<file path="config.mk">
export PLATFORM = sky130hd
export DESIGN_NAME = memory_bus_arbiter
export DESIGN_NICKNAME = d
export VERILOG_FILES = /design/src/rtl/memory_bus_arbiter_pkg.sv /design/src/rtl/memory_bus_arbiter_rr_priority_picker.sv /design/src/rtl/memory_bus_arbiter.sv
export SDC_FILE = /design/constraint.sdc
export NUM_CORES = 1
export LEC_CHECK = 0
export ABC_AREA = 1
export BUFFER_PORTS_ARGS = -buffer_cell sky130_fd_sc_hd__clkbuf_2
export CORE_AREA = 2 2 82 84
export DETAILED_ROUTE_END_ITERATION = 12
export DIE_AREA = 0 0 84 86
export PLACE_DENSITY = 0.74
export SETUP_SLACK_MARGIN = 0.02
export SLEW_MARGIN = 10
export SYNTH_ARGS = -nofsm -noshare
export SYNTH_HDL_FRONTEND = slang
export SYNTH_SLANG_ARGS = --single-unit
export TNS_END_PERCENT = 50
</file>
<file path="constraint.sdc">
create_clock -name CLK -period 1.6 [get_ports CLK]
set_input_delay 0.16 -clock CLK [delete_from_list [all_inputs] [get_ports CLK]]
set_output_delay 0.16 -clock CLK [all_outputs]
set_load 0.02 [all_outputs]
</file>
<file path="src/rtl/memory_bus_arbiter_pkg.sv">
// Shared definitions for the memory bus arbiter and related blocks.
//   - Arbiter FSM state type.
//   - Requester count and fixed requester slot assignments.
package mem_arb_pkg;

  localparam int unsigned NUM_REQ   = 4;

  localparam int unsigned REQ_CPU   = 0;
  localparam int unsigned REQ_DMA   = 1;
  localparam int unsigned REQ_GFX   = 2;
  localparam int unsigned REQ_AUDIO = 3;

  typedef enum logic {
    ST_IDLE  = 1'b0,
    ST_GRANT = 1'b1
  } arb_state_e;

endpackage

</file>
<file path="src/rtl/memory_bus_arbiter_rr_priority_picker.sv">
// Round-robin priority picker (combinational).
// It scans the request vector starting at last_i+1 and wraps modulo NUM_REQ.
//   req_i  : per-requester request flags
//   last_i : index granted most recently; this index has the lowest priority
//   idx_o  : selected requester (equals last_i when nothing is requested)
//   any_o  : at least one request is present
module rr_priority_picker
  import mem_arb_pkg::*;
(
  input  logic [NUM_REQ-1:0] req_i,
  input  logic [1:0]         last_i,
  output logic [1:0]         idx_o,
  output logic               any_o
);

  logic [1:0] cand;
  logic       found;

  always_comb begin
    idx_o = last_i;
    any_o = |req_i;
    cand  = '0;
    found = 1'b0;
    for (int unsigned k = 1; k <= NUM_REQ; k++) begin
      cand = last_i + 2'(k);
      if (!found && req_i[cand]) begin
        idx_o = cand;
        found = 1'b1;
      end
    end
  end

endmodule

</file>
<file path="src/rtl/memory_bus_arbiter.sv">
// Round-robin arbiter that shares one synchronous SRAM/BRAM port among four
// valid/ready requesters. Each grant is limited to MAX_BURST accepted beats.
// A single IDLE arbitration cycle separates consecutive grants.
//   CLK, RSTb            : clock, asynchronous active-low reset
//   req_valid/req_wr     : per-requester request and write flag
//   req_addr/req_wdata   : flattened per-requester address / write data
//   req_ready            : one-hot ready to the granted requester
//   req_rdata/req_rvalid : broadcast read data and a one-hot valid pulse
//   mem_*                : memory port (read data arrives one cycle after mem_en)
//   grant_idx            : current or last granted requester
module memory_bus_arbiter
  import mem_arb_pkg::*;
#(
  parameter int unsigned ADDR_BITS = 16,
  parameter int unsigned DATA_BITS = 16,
  parameter int unsigned MAX_BURST = 8
) (
  input  logic                          CLK,
  input  logic                          RSTb,
  input  logic [NUM_REQ-1:0]            req_valid,
  input  logic [NUM_REQ-1:0]            req_wr,
  input  logic [NUM_REQ*ADDR_BITS-1:0]  req_addr,
  input  logic [NUM_REQ*DATA_BITS-1:0]  req_wdata,
  output logic [NUM_REQ-1:0]            req_ready,
  output logic [DATA_BITS-1:0]          req_rdata,
  output logic [NUM_REQ-1:0]            req_rvalid,
  output logic [ADDR_BITS-1:0]          mem_addr,
  output logic [DATA_BITS-1:0]          mem_wdata,
  output logic                          mem_en,
  output logic                          mem_wr,
  input  logic [DATA_BITS-1:0]          mem_rdata,
  output logic [1:0]                    grant_idx
);

  localparam int unsigned   BW        = $clog2(MAX_BURST) + 1;
  localparam logic [BW-1:0] LAST_BEAT = BW'(MAX_BURST - 1);

  arb_state_e         state_q, state_d;
  logic [1:0]         grant_q, grant_d;
  logic [1:0]         last_q,  last_d;
  logic [BW-1:0]      burst_q, burst_d;
  logic [NUM_REQ-1:0] rvalid_q, rvalid_d;

  logic [1:0] pick;
  logic       any_req;

  rr_priority_picker u_picker (
    .req_i  (req_valid),
    .last_i (last_q),
    .idx_o  (pick),
    .any_o  (any_req)
  );

  always_ff @(posedge CLK or negedge RSTb) begin
    if (!RSTb) begin
      state_q  <= ST_IDLE;
      grant_q  <= '0;
      last_q   <= 2'd3;
      burst_q  <= '0;
      rvalid_q <= '0;
    end else begin
      state_q  <= state_d;
      grant_q  <= grant_d;
      last_q   <= last_d;
      burst_q  <= burst_d;
      rvalid_q <= rvalid_d;
    end
  end

  always_comb begin
    state_d   = state_q;
    grant_d   = grant_q;
    last_d    = last_q;
    burst_d   = burst_q;
    rvalid_d  = '0;
    req_ready = '0;
    mem_en    = 1'b0;
    mem_wr    = 1'b0;
    // The address and data mux always follows grant_q. In IDLE the values are
    // don't-care because mem_en is low.
    mem_addr  = req_addr[grant_q*ADDR_BITS +: ADDR_BITS];
    mem_wdata = req_wdata[grant_q*DATA_BITS +: DATA_BITS];

    case (state_q)
      ST_IDLE: begin
        if (any_req) begin
          grant_d = pick;
          burst_d = '0;
          state_d = ST_GRANT;
        end
      end
      ST_GRANT: begin
        req_ready[grant_q] = 1'b1;
        mem_en             = req_valid[grant_q];
        mem_wr             = req_valid[grant_q] & req_wr[grant_q];
        if (req_valid[grant_q]) begin
          rvalid_d[grant_q] = ~req_wr[grant_q];
          burst_d           = burst_q + 1'b1;
          if (burst_q == LAST_BEAT) begin
            state_d = ST_IDLE;
            last_d  = grant_q;
          end
        end else begin
          state_d = ST_IDLE;
          last_d  = grant_q;
        end
      end
      default: state_d = ST_IDLE;
    endcase
  end

  assign req_rdata  = mem_rdata;
  assign req_rvalid = rvalid_q;
  assign grant_idx  = grant_q;

endmodule

</file>
==> metrics.md <==
| Metric | Value |
|---|---|
| Routed Wire Length | roughly 8600 µm |
| Reg2reg end | last_q[1]$_DFFE_PN1P_ |
| Clock Latency Late Sink | 0.25 ns |
| Vias in the first global route | approximately 2600 |
| Adder-cell area share of the yosys netlist | less than 1% |
| Total CTS buffers | 3 |
| Synthesized area per cell | 6.14 µm² |
| Die footprint | approximately 7200 µm² |
| DRC errors left | 0 |
| Crit. Startpoint | grant_idx[0]$_DFFE_PN0P_ |
| Max Buffers Root-to-Sink | 2 |
| Total gr overflow | 0 |
| Pwr/cell area | around 2100 nW/µm² |
| Routed wire per std cell | around 16 µm |
| Share of layout cells above drive strength 1 | between 60% and 70% |
| Measured slew at the worst slew-check pin | roughly 0.33 ns |
| Post-synth cell types | 25 |
| Net Count, Synth | between 400 and 500 |
| Top-level port count | 214 |
| Die Width | between 80 and 90 µm |
| Vias per inst | between 5 and 6 |
| Core Region | around 6300 µm² |
| First-pass GRT wire length | between 10000 and 15000 µm |
| Initial Util | a little over a quarter |
| Simple-gate area share of the yosys netlist | 38.9% |
| Post-synthesis xor/xnor area fraction | between 1 and 1.5% |
| Post-DP HPWL | between 6000 and 7000 µm |
| ANT nets after route | 0 |
| RSZ-0062 raised after global routing | true |
| DR vias | 2663 |
| Max_cap viols | 0 |
| Crit share post-route | 110% |
| Status | finished with violations |
| Hold Slack | roughly 0.25 ns |
| Total clock sinks | 13 |
| Std cell rows | 29 |
| Flops & latches, synth | 13 |
| Reg clk slew, reported paths | 0.06 ns |
| Htree depth | 1 |
| Worst setup endpoint | mem_wr |
| VDD IR max | between 0.9 and 1 mV |
| Tot GR Track Use | around a fifth |
| Post-route cell area | between 3000 and 4000 µm² |
| Mapped Cells | between 200 and 300 |
| Slew margin rel. | between 70% and 80% |
| GPL Wtd Cong | 0.854 |
| DR iter-0 viols | about 130 |
| Fmax | 0.566 GHz |
| Met3 global-route usage | ~2.8% |
| Critical Path Source Type | flop |
| CP Max Fanout | 4 |
| Leak pwr | ~1.8 nW |
| Final #Nets | between 600 and 700 |
| Seq/Total Area, Yosys | between 10% and 20% |
| Area growth syn-to-layout | 100% |
| Root Buffer | clkbuf_8 |
| Final worst path period need | 1.77 ns |
| CP required | approximately 1.4 ns |
| Synthesized area | between 1500 and 2000 µm² |
| Initial antenna violation count | 0 |
| Post-route worst setup slack | -0.165 ns |
| Post-synthesis mux area share | 0% |
| Combinational family with the most area after synthesis | simple AND/OR/NAND/NOR gates |
| Die height | approximately 86 µm |
| Failing checks | setup timing |
| Final Max Slew Viols | 0 |
| Worst hold path type | in -> reg |
| Met1 GRT Util | 26.2% |
| Port Buffers | about 180 |
| YS warnings | 0 |
| Gr busiest metal | met2 |
| Synth Area in Compound Gates | about a quarter |
| Worst EP arrival | 1.61 ns |
| Inserted Diodes | 0 |
| Worst-case reg-to-reg path depth | 10 |
| Clock skew | between 0.002 and 0.0025 ns |
| Worst setup EP type | output pin |
| M2 GR Usage | approximately two fifths |
| Setup violations, final | 35 |
| Fin. Hold Viols | 0 |
| R2r startpoint | grant_idx[0]$_DFFE_PN0P_ |
| Post-DP Area | about 2600 µm² |
| FF-to-FF setup slack | roughly 0.040 ns |
| Drt first pass iters | 4 |
| Largest net degree at the start of global routing | 33 |
| CTS tree | yes |
| WS Path Type | reg -> out |
cell type report:
cell class | count | area [µm²]
Sequential cell | 13 | 330
Inverter | 13 | 53.8
Clock inverter | 1 | 5.00
Timing Repair Buffer | 203 | 1460
Clock buffer | 3 | 41.3
Tap cell | 77 | 96.3
Fill cell | 631 | 2990
Multi-Input combinational cell | 212 | 1300
where the power goes:
part,switching [mW],internal [mW],total [mW]
sequential,0.170,0.468,0.638
combinational,3.26,2.84,6.10
clock,0.131,0.172,0.304
total,3.56,3.48,7.04
critical path: stages, from the launching register on:
cell,delay (ns)
dfrtp_2,0.44
buf_6,0.13
nor2_4,0.15
buf_4,0.14
nand2_2,0.06
nand4_4,0.08
nand2_4,0.07
a21oi_2,0.12
clkbuf_8,0.16
routing by layer:
| metal | up-vias | part of all wire [%] |
|---|---|---|
| met4 | 0 | 1.9 |
| met2 | 154 | 53 |
| li1 | 1264 | - |
| met3 | 18 | 7.6 |
| met5 | - | 0 |
| met1 | 1227 | 38 |
cell families after synthesis:
group           count (synthesis)
simple gates                  149
buf+inv                        42
xor+xnor                        2
compound gates                 60
flops                          13
fa+ha+maj                       1
synthesized netlist by cell type (all sizes together):
cell type | instances | share of area, %
dfstp | 2 | 3.2
o21ai | 6 | 1.8
dfrtp | 11 | 17
nand2 | 105 | 25
xor2 | 2 | 1.1
buf | 23 | 9.5
nand4 | 2 | 1.1
nand3 | 27 | 8.2
ha | 1 | 0.76
nor3 | 5 | 1.5
nor2 | 10 | 3.4
inv | 12 | 2.7
a22oi | 45 | 21
clkbuf | 6 | 1.4
a21oi | 9 | 3.0
clkinv | 1 | 0.23
stage by stage:
stage	setup TNS, ns	util (%)	power (mW)	instances	setup slack [ns]
final	-3.21	52.3	7.04	522	-0.165
after global routing	-5.47	52.3	7.51	522	-0.207
after CTS	-4.20	49.0	6.41	519	-0.139
after detailed placement	-0.0196	41.2	4.95	507	-0.0196
after global placement	-0.0141	41.2	4.87	507	-0.0141
after floorplan	0	-	3.44	267	0.0470
worst min path at each step:
stage	start	endpoint	slack [ns]	cells after the start
3_3_place_gp	RSTb	req_rvalid[3]$_DFF_PN0_	0.07	1
2_1_floorplan	RSTb	burst_q[0]$_DFFE_PN0P_	-0.14	0
5_1_grt	req_wr[3]	req_rvalid[3]$_DFF_PN0_	0.31	4
3_5_place_dp	RSTb	req_rvalid[3]$_DFF_PN0_	0.08	1
4_1_cts	req_wr[3]	req_rvalid[3]$_DFF_PN0_	0.24	4
6_report	req_wr[3]	req_rvalid[3]$_DFF_PN0_	0.25	4
layout by cell type (no fill, tap or decap), drive strengths merged:
cell type,instances
o21ai,6
inv,12
nor2,10
a22oi,45
buf,35
xor2,2
dlygate4sd3,1
a21oi,9
nand2,105
nand3,27
clkbuf,170
clkinv,2
nand4,2
dfrtp,11
nor3,5
dfstp,2
ha,1
state kept, by name (all words and copies together), names as in the netlist:
name and flops:
req_rvalid 4, state_q 1, last_q 2, grant_idx 2, burst_q 4
what timing repair did:
item,in CTS,in global routing
pin swaps,9,11
endpoints found under the setup margin,37,44
cloned,1,2
buffers inserted,6,2
hold buffers,1,0
gates resized for setup,83,61
endpoints found under the hold margin,11,0
Power figures use the tool's default switching activity.
